File: src/rtl/freq_div_pkg.sv
// Shared types and defaults for the divider configuration controller.
package freq_div_pkg;

    localparam int DIV_W_DEFAULT = 32;

    typedef enum logic [2:0] {
        IDLE,
        QUIESCE,
        LOAD,
        HOLD,
        DONE_ACK,
        DONE_NACK
    } state_t;

    typedef logic [DIV_W_DEFAULT-1:0] div_t;

endpackage

File: src/rtl/freq_div_cfg_ctrl_rr_arbiter.sv
// Combinational round-robin pick: first set request at or after ptr, wrapping.
module rr_arbiter #(
    parameter int NUM_REQ = 2
) (
    input  logic [NUM_REQ-1:0]         req,
    input  logic [$clog2(NUM_REQ)-1:0] ptr,
    output logic [NUM_REQ-1:0]         grant_onehot,
    output logic [$clog2(NUM_REQ)-1:0] grant_idx,
    output logic                       any
);
    localparam int PTR_W = $clog2(NUM_REQ);

    always_comb begin
        grant_onehot = '0;
        grant_idx    = '0;
        any          = 1'b0;
        for (int i = 0; i < NUM_REQ; i++) begin
            if (!any && req[i] && (PTR_W'(i) >= ptr)) begin
                any             = 1'b1;
                grant_idx       = PTR_W'(i);
                grant_onehot[i] = 1'b1;
            end
        end
        // Wrap-around pass: nothing at or above ptr, so take the lowest set bit.
        for (int i = 0; i < NUM_REQ; i++) begin
            if (!any && req[i]) begin
                any             = 1'b1;
                grant_idx       = PTR_W'(i);
                grant_onehot[i] = 1'b1;
            end
        end
    end

endmodule

File: src/rtl/freq_div_cfg_ctrl.sv
// Shares one programmable divider between NUM_REQ clients, reprogramming it
// with a disable -> settle -> load -> re-enable sequence.
//
//   state     | meaning
//   IDLE      | divider running (if Run), waiting for a request
//   QUIESCE   | Enable held low, SETTLE-cycle down-count
//   LOAD      | drive Din and pulse ConfigDiv
//   HOLD      | Din held, ActiveDiv takes the new divisor
//   DONE_ACK  | pulse Ack to the winner, advance RR pointer
//   DONE_NACK | pulse Nack to the winner (divisor 0), advance RR pointer
module freq_div_cfg_ctrl
    import freq_div_pkg::*;
#(
    parameter int NUM_REQ = 2,
    parameter int DIV_W   = DIV_W_DEFAULT,
    parameter int SETTLE  = 4
) (
    input  logic                     Clk,
    input  logic                     Reset,
    input  logic                     Run,
    input  logic [NUM_REQ-1:0]       Req,
    input  logic [NUM_REQ*DIV_W-1:0] ReqDiv,
    output logic [NUM_REQ-1:0]       Ack,
    output logic [NUM_REQ-1:0]       Nack,
    output logic [DIV_W-1:0]         DivDin,
    output logic                     DivConfigDiv,
    output logic                     DivEnable,
    output logic [DIV_W-1:0]         ActiveDiv,
    output logic                     Busy
);
    localparam int PTR_W = $clog2(NUM_REQ);
    localparam int CNT_W = $clog2(SETTLE + 1);

    state_t             state, state_nxt;
    logic [PTR_W-1:0]   rr_ptr, ptr_nxt, grant_idx, win_idx;
    logic [NUM_REQ-1:0] grant_oh, win_oh;
    logic               any_req, reload, quiet;
    logic [DIV_W-1:0]   sel_div, win_div;
    logic [CNT_W-1:0]   settle_cnt;

    rr_arbiter #(.NUM_REQ(NUM_REQ)) u_arb (
        .req          (Req),
        .ptr          (rr_ptr),
        .grant_onehot (grant_oh),
        .grant_idx    (grant_idx),
        .any          (any_req)
    );

    always_comb begin
        sel_div = '0;
        for (int i = 0; i < NUM_REQ; i++) begin
            if (grant_oh[i]) sel_div = ReqDiv[i*DIV_W +: DIV_W];
        end
    end

    assign ptr_nxt = (win_idx == PTR_W'(NUM_REQ - 1)) ? '0 : win_idx + 1'b1;
    assign Busy    = (state != IDLE);

    // Enable stays up across fast-path acks and nacks; only a real reload drops it.
    assign quiet = (state == QUIESCE) || (state == LOAD) || (state == HOLD) ||
                   ((state == DONE_ACK) && reload);

    always_ff @(posedge Clk or posedge Reset) begin
        if (Reset) state <= IDLE;
        else       state <= state_nxt;
    end

    always_comb begin
        state_nxt = state;
        case (state)
            IDLE: begin
                if (any_req) begin
                    if (sel_div == '0)            state_nxt = DONE_NACK;
                    else if (sel_div == ActiveDiv) state_nxt = DONE_ACK;
                    else                          state_nxt = QUIESCE;
                end
            end
            QUIESCE:   if (settle_cnt == '0) state_nxt = LOAD;
            LOAD:      state_nxt = HOLD;
            HOLD:      state_nxt = DONE_ACK;
            DONE_ACK:  state_nxt = IDLE;
            DONE_NACK: state_nxt = IDLE;
            default:   state_nxt = IDLE;
        endcase
    end

    always_ff @(posedge Clk or posedge Reset) begin
        if (Reset) begin
            Ack          <= '0;
            Nack         <= '0;
            DivDin       <= '0;
            DivConfigDiv <= 1'b0;
            DivEnable    <= 1'b0;
            ActiveDiv    <= '0;
            rr_ptr       <= '0;
            win_idx      <= '0;
            win_oh       <= '0;
            win_div      <= '0;
            reload       <= 1'b0;
            settle_cnt   <= '0;
        end else begin
            Ack          <= '0;
            Nack         <= '0;
            DivConfigDiv <= 1'b0;
            DivEnable    <= Run && (ActiveDiv != '0) && !quiet;
            case (state)
                IDLE: begin
                    if (any_req) begin
                        win_idx    <= grant_idx;
                        win_oh     <= grant_oh;
                        win_div    <= sel_div;
                        reload     <= (sel_div != '0) && (sel_div != ActiveDiv);
                        settle_cnt <= CNT_W'(SETTLE - 1);
                    end
                end
                QUIESCE: begin
                    if (settle_cnt != '0) settle_cnt <= settle_cnt - 1'b1;
                end
                LOAD: begin
                    DivDin       <= win_div;
                    DivConfigDiv <= 1'b1;
                end
                HOLD:      ActiveDiv <= win_div;
                DONE_ACK: begin
                    Ack    <= win_oh;
                    rr_ptr <= ptr_nxt;
                end
                DONE_NACK: begin
                    Nack   <= win_oh;
                    rr_ptr <= ptr_nxt;
                end
                default: ;
            endcase
        end
    end

endmodule

File: config.mk
export PLATFORM = sky130hd
export DESIGN_NAME = freq_div_cfg_ctrl
export DESIGN_NICKNAME = d
export VERILOG_FILES = /design/src/rtl/freq_div_pkg.sv /design/src/rtl/freq_div_cfg_ctrl_rr_arbiter.sv /design/src/rtl/freq_div_cfg_ctrl.sv
export SDC_FILE = /design/constraint.sdc
export NUM_CORES = 1
export LEC_CHECK = 0
export ABC_AREA = 1
export BUFFER_PORTS_ARGS = -buffer_cell sky130_fd_sc_hd__buf_4
export CAP_MARGIN = 20
export CORE_MARGIN = 3
export CORE_UTILIZATION = 50
export DETAILED_ROUTE_END_ITERATION = 8
export PLACE_DENSITY = 0.75
export SETUP_SLACK_MARGIN = 0.2
export SYNTH_ARGS = -nofsm -noshare
export SYNTH_HDL_FRONTEND = slang
export SYNTH_SLANG_ARGS = --single-unit
export TNS_END_PERCENT = 50
File: constraint.sdc
create_clock -name Clk -period 7.6 [get_ports Clk]
set_input_delay 0.76 -clock Clk [delete_from_list [all_inputs] [get_ports Clk]]
set_output_delay 0.76 -clock Clk [all_outputs]
set_load 0.005 [all_outputs]
=== Word level (Yosys, flattened, before mapping) ===
Cells that the tools add are included.
W data, S select, Z words.

* Register bits: 113
* Input bits: 69
* Output and inout port bits: 71
* Word-level logic and storage cells: 78

* Add/sub/neg operators: 2
* Magnitude comparators: 2
* Equality and inequality tests: 10
* Mux-type cells: 23
* Reductions and logical operators: 28

{| class="wikitable"
|+ Operator list
! cell !! number
|-
| $mux W32 || 2
|-
| $reduce_bool A32 Y1 || 2
|-
| $eq A32 B32 Y1 || 1
|-
| $logic_not A32 Y1 || 1
|-
| $ne A32 B32 Y1 || 1
|-
| $mux W3 || 6
|-
| $pmux W3 S4 || 1
|-
| $mux W1 || 11
|-
| $logic_and A1 B1 Y1 || 9
|-
| $eq A3 B2 Y1 const B || 2
|-
| $eq A3 B3 Y1 const B || 2
|-
| $logic_not A3 Y1 || 2
|-
| $pmux W3 S2 || 1
|-
| $reduce_bool A3 Y1 || 2
|-
| $logic_not A1 Y1 || 4
|-
| $mux W2 || 2
|-
| $ne A2 B1 Y1 const B || 2
|-
| $reduce_and A2 Y1 || 2
|-
| $eq A3 B1 Y1 const B || 1
|-
| $logic_or A1 B1 Y1 || 3
|-
| $reduce_and A3 Y1 || 1
|-
| $sub A3 B1 Y3 const B || 1
|-
| $ge A1 B1 Y1 const A || 2
|-
| $ne A2 B2 Y1 const B || 1
|-
| other kinds (3) || 3
|}

=== Depth between registers and ports, before layout ===
* Word-level depth: 19
* Gate-level depth with buffers: 16
* Mapped depth without buffers: 16

=== Cells and area by module ===
From an unflattened synthesis, not the netlist that was laid out.

* Cells, all modules: 734
* Area total of the unflattened synthesis: 5,639.2 sq um

{| class="wikitable"
|+ Modules (own cells, without submodules)
! module !! times used !! cells each !! area each (sq um) !! seq. area each (sq um)
|-
| freq_div_cfg_ctrl || 1 || 727 || 5,609.1 || 2,827.7
|-
| rr_arbiter || 1 || 7 || 30.0 || 0.0
|}

=== Worst setup path before layout ===
Ideal clock, no wire load.

* Kind: input port to flip-flop
* From: input Req[1]
* To: register state[0]
* Setup time: 0.117 ns
* Arrival time: 1.917 ns
* Required time: 7.483 ns
* Slack: 5.566 ns
* Stages: 16
* Path buffers: 2
* Cell sequence: buf_6 -> nand2_4 -> buf_6 -> nand3_1 -> nand2_1 -> nand2_1 -> nand2_1 -> nand2_1 -> nor2_1 -> nand2_1 -> nor2_2 -> nand3_1 -> nand2_1 -> nand2_1 -> nand2_1 -> nand2_1

* Cells in the longest elaborated chain, start to end: 15
* Elaborated cells between the ends (all ways): 22
* Those cells by class: eq/ne (2); mux (12); reduce/logical (8)

{| class="wikitable"
|+ Ends and longest elaborated chain
! what !! line !! text
|-
| from (decl) || freq_div_cfg_ctrl.sv:21 || <nowiki>input logic [NUM_REQ-1:0] Req,</nowiki>
|-
| $logic_and A1 B1 Y1 (2 in series) || freq_div_cfg_ctrl_rr_arbiter.sv:18 || <nowiki>if (!any && req[i] && (PTR_W'(i) >= ptr)) begin</nowiki>
|-
| $mux W1 || freq_div_cfg_ctrl_rr_arbiter.sv:18 ||
|-
| $logic_not A1 Y1 || freq_div_cfg_ctrl_rr_arbiter.sv:26 || <nowiki>if (!any && req[i]) begin</nowiki>
|-
| $logic_and A1 B1 Y1 || freq_div_cfg_ctrl_rr_arbiter.sv:26 ||
|-
| $mux W1 || freq_div_cfg_ctrl_rr_arbiter.sv:26 ||
|-
| $logic_not A1 Y1 || freq_div_cfg_ctrl_rr_arbiter.sv:26 ||
|-
| $logic_and A1 B1 Y1 || freq_div_cfg_ctrl_rr_arbiter.sv:26 ||
|-
| $mux W1 || freq_div_cfg_ctrl_rr_arbiter.sv:26 ||
|-
| $mux W32 || freq_div_cfg_ctrl.sv:52 || <nowiki>if (grant_oh[i]) sel_div = ReqDiv[i*DIV_W +: DIV_W];</nowiki>
|-
| $eq A32 B32 Y1 || freq_div_cfg_ctrl.sv:74 || <nowiki>else if (sel_div == ActiveDiv) state_nxt = DONE_ACK;</nowiki>
|-
| $mux W3 || freq_div_cfg_ctrl.sv:74 ||
|-
| $mux W3 || freq_div_cfg_ctrl.sv:73 || <nowiki>if (sel_div == '0) state_nxt = DONE_NACK;</nowiki>
|-
| $mux W3 || freq_div_cfg_ctrl.sv:72 || <nowiki>if (any_req) begin</nowiki>
|-
| $pmux W3 S4 || freq_div_cfg_ctrl.sv:70 || <nowiki>case (state)</nowiki>
|-
| to (signal assigned) || freq_div_cfg_ctrl.sv:65 || <nowiki>else state <= state_nxt;</nowiki>
|-
| to (decl) || freq_div_cfg_ctrl.sv:34 || <nowiki>state_t state, state_nxt;</nowiki>
|}

Parallel ways exist; a longest one is shown, timed or not. The select of a mux whose other input is x is not followed.
A chain may end at the register's enable or synchronous reset.

=== Worst setup path in the final report ===
* From: input Req[1]
* To: register win_div[13]

* Cells in the longest elaborated chain, start to end: 10
* Elaborated cells between the ends (all ways): 15
* Those cells by class: mux (8); reduce/logical (7)

{| class="wikitable"
|+ Ends and longest elaborated chain
! what !! line !! text
|-
| $logic_and A1 B1 Y1 (2 in series) || freq_div_cfg_ctrl_rr_arbiter.sv:18 ||
|-
| $mux W1 || freq_div_cfg_ctrl_rr_arbiter.sv:18 ||
|-
| $logic_not A1 Y1 || freq_div_cfg_ctrl_rr_arbiter.sv:26 ||
|-
| $logic_and A1 B1 Y1 || freq_div_cfg_ctrl_rr_arbiter.sv:26 ||
|-
| $mux W1 || freq_div_cfg_ctrl_rr_arbiter.sv:26 ||
|-
| $logic_not A1 Y1 || freq_div_cfg_ctrl_rr_arbiter.sv:26 ||
|-
| $logic_and A1 B1 Y1 || freq_div_cfg_ctrl_rr_arbiter.sv:26 ||
|-
| $mux W1 || freq_div_cfg_ctrl_rr_arbiter.sv:26 ||
|-
| $mux W32 / $reduce_and A2 Y1 (equally long branches) || n/a ||
|-
| to (signal assigned) || freq_div_cfg_ctrl.sv:111 || <nowiki>win_div <= sel_div;</nowiki>
|-
| to (decl) || freq_div_cfg_ctrl.sv:38 || <nowiki>logic [DIV_W-1:0] sel_div, win_div;</nowiki>
|}

Parallel ways exist; a longest one is shown, timed or not.

==> metrics.md <==
| Metric | Value |
|---|---|
| Initial antenna violation count | `0` |
| Post-route ant nets | `0` |
| Rel. slew slack | `46.6%` |
| Worst Skew | `7.33 ps` |
| Fill count | `910` |
| Max Slew Vio Count | `0` |
| RR Startpoint | `state[0]$_DFFE_PP0P_` |
| Drt drc | `0` |
| Fmax | `407 MHz` |
| Crit path capture type | `register` |
| Register-to-Register Path Depth | `6` |
| Crit path max fanout | `35` |
| Share of post-route cells with drive strength above 1 | `26.8%` |
| Ant. Diodes | `0` |
| Most frequent cells in the layout | `nand2_1, buf_4, dfrtp_1` |
| Clock buffer count from CTS | `17` |
| Hpwl dp | `11700 um` |
| Post-synthesis sequential element count | `113` |
| Routed vias/inst | `5.51` |
| Power per cell area | `403 mW/mm^2` |
| Post_cts resized | `0` |
| Final period util | `32.3%` |
| Gr ovfl total | `0` |
| Via count of the first global-routing pass | `5513` |
| Worst path cell trace | `buf_4 > inv_1 > a21oi_4 > buf_4 > nand2_1 > o21ai_0` |
| Routed WL | `16800 um` |
| Max stage delay cell, worst path | `a21oi_4` |
| Detailed Routing Iterations Pass 1 | `5` |
| Hold Path Class | `primary input to asynchronous set/reset pin` |
| Endpoints failing setup | `0` |
| # clock sinks | `113` |
| Crit path DAT | `2780 ps` |
| Dpl ws | `4780 ps` |
| Syn Nets | `783` |
| Crit start category | `primary input` |
| Net switching power | `1100 uW` |
| Die height | `113 um` |
| Global-route wire length before repair | `27500 um` |
| H-tree depth | `4` |
| RSZ-0062 raised after global routing | `no` |
| Avg Cell Area, Syn | `8.10 sq um` |
| Latest clock arrival within the worst-skew pair | `410 ps` |
| # placed instances | `959` |
| IO buf count | `139` |
| DR WL/cell | `17.0 um` |
| # IOs | `140` |
| Die Footprint | `0.0129 sq mm` |
| Core box area | `0.0110 sq mm` |
| Post-CTS setup buffers | `0` |
| Combinational share of power | `35.8%` |
| Num rows | `38` |
| Sequential element share of the synthesized area | `49.0%` |
| Commonest non-fill, non-tap cell in the layout | `nand2_1` |
| RR Endpoint | `win_div[13]$_DFFE_PP0P_` |
| Crit. Startpoint | `Req[1]` |
| Post-synth cell types | `28` |
| CTS clock-pin slew for the worst setup and hold paths | `50 ps` |
| Reg2Reg Setup Slack | `5490 ps` |
| GP Congestion | `0.930` |
| Routed vias | `5460` |
| Crit path required time | `7920 ps` |
| Worst Hold Slack | `424 ps` |
| Internal power | `1920 uW` |
| Worst path most repeated cell | `buf_4` |
| Switching Fraction | `36.4%` |
| GR Util All Layers | `27.2%` |
| Yosys warns | `0` |
| Largest net degree at the start of global routing | `67` |
| Final net count | `910` |
| WP buf/inv | `3` |
| Setup TNS | `0 ps` |
| Critical path class | `primary input to register` |
| Post-Syn Instances | `712` |
| CTS tree | `yes` |
| CTS Hold Bufs | `0` |
| Area Overhead vs Synth | `29.9%` |
| P_leak | `0.00379 uW` |
| Flop pwr share | `33.9%` |
| Max Root-Sink Buffers | `2` |
| Max incr delay on CP | `670 ps` |
| Top delay family on crit path | `buffers and inverters` |
| Initial Utilization | `52.3%` |
| Chip width | `113 um` |
| Mapped cell area | `0.00577 sq mm` |
| Max VDD drop | `0.208 mV` |
| Run status | `complete, no violations` |
| Minimum clock period | `2460 ps` |
| CTS Root Cell | `clkbuf_16` |
| Clock share of power | `30.2%` |
| Final Hold Vio Count | `0` |
| Initial DRC Count | `393` |
| Post-route setup slack | `5140 ps` |
| Max-cap violations | `0` |
| Worst Tran Pin Value | `801 ps` |
| Total power | `3020 uW` |
| Final Instance Count excl. Fillers | `991` |
==> cell type report <==
cell class | count | area (sq um) | share of cell area, %
multi-input combinational | 492 | 2440 | 32.6
clock buffer | 21 | 470 | 6.28
tap | 140 | 175 | 2.34
timing repair buffer | 143 | 1090 | 14.6
clock inverter | 10 | 205 | 2.74
sequential | 113 | 2830 | 37.8
inverter | 72 | 273 | 3.64
==> state kept, by name (all words and copies together), names as in the netlist, 2 cells and up <==
name / cells
Nack: 2
DivDin: 32
win_oh: 2
Ack: 2
settle_cnt: 3
state: 3
ActiveDiv: 32
win_div: 32
==> routing by layer <==
layer  track usage [%]  part of all wire [%]  vias up  wire length (um)
li1                  -                     -     2565                 -
met3              6.37                   8.7       50              1460
met5                 0                     0        -                 0
met2              44.0                    47      289              7900
met1              35.8                    41     2556              6890
met4              10.6                   3.3        0               558
==> cell families (layout without fill, tap and decap cells) <==
kind of cell / count (synthesis) / count (layout) / synth area share (%)
and+or+nand+nor: 380 / 380 / 32.1
AOI/OAI and AO/OA: 110 / 110 / 9.66
adders and majority gates: 2 / 2 / 0.434
buffers and inverters: 107 / 246 / 8.81
DFF: 113 / 113 / 49.0
==> cells in the mapped netlist (all sizes together) <==
cell type	count	area share, %
nand2	221	16
dfrtp	113	49
o21ai	102	8.9
nand3	92	10
inv	72	4.7
nor2	37	2.5
buf	18	2.8
clkbuf	17	1.3
nand3b	14	1.8
a21oi	7	0.67
nand4	7	0.76
nor4	7	0.76
ha	2	0.43
nor3	2	0.17
a211oi	1	0.13
==> how the worst max path moves through the flow <==
stage,endpoint,cells after the start,slack (ps)
2_1_floorplan,Ack[0]$_DFF_PP0_,1,3850
3_3_place_gp,win_div[13]$_DFFE_PP0P_,6,4880
3_5_place_dp,win_oh[1]$_DFFE_PP0P_,7,4780
4_1_cts,win_div[13]$_DFFE_PP0P_,6,5180
5_1_grt,win_div[6]$_DFFE_PP0P_,6,4990
6_report,win_div[13]$_DFFE_PP0P_,6,5140
==> worst reg2reg max path, cell delays in order, from the launching register on <==
cell and delay [ps]:
dfrtp_1 430, nor2_1 120, nand2_1 140, a21oi_4 640, buf_4 450, nand2_1 130, o21ai_0 110
==> power groups by stage <==
stage               Combinational (uW)  Clock, uW  Sequential, uW
CTS                               1070        920            1020
global placement                  1020          0            1010
finish                            1080        913            1020
detailed placement                1060          0            1020
global route                      1220        946            1050
floorplan                          652          0             986
==> metrics by stage <==
stage	utilization, %	area [sq um]
after floorplan	-	5770
after CTS	67.6	7460
final	67.9	7490
after detailed placement	61.5	6790
after global placement	61.5	6790
after global routing	67.9	7490
No activity file was read; power rests on OpenSTA's default activity.
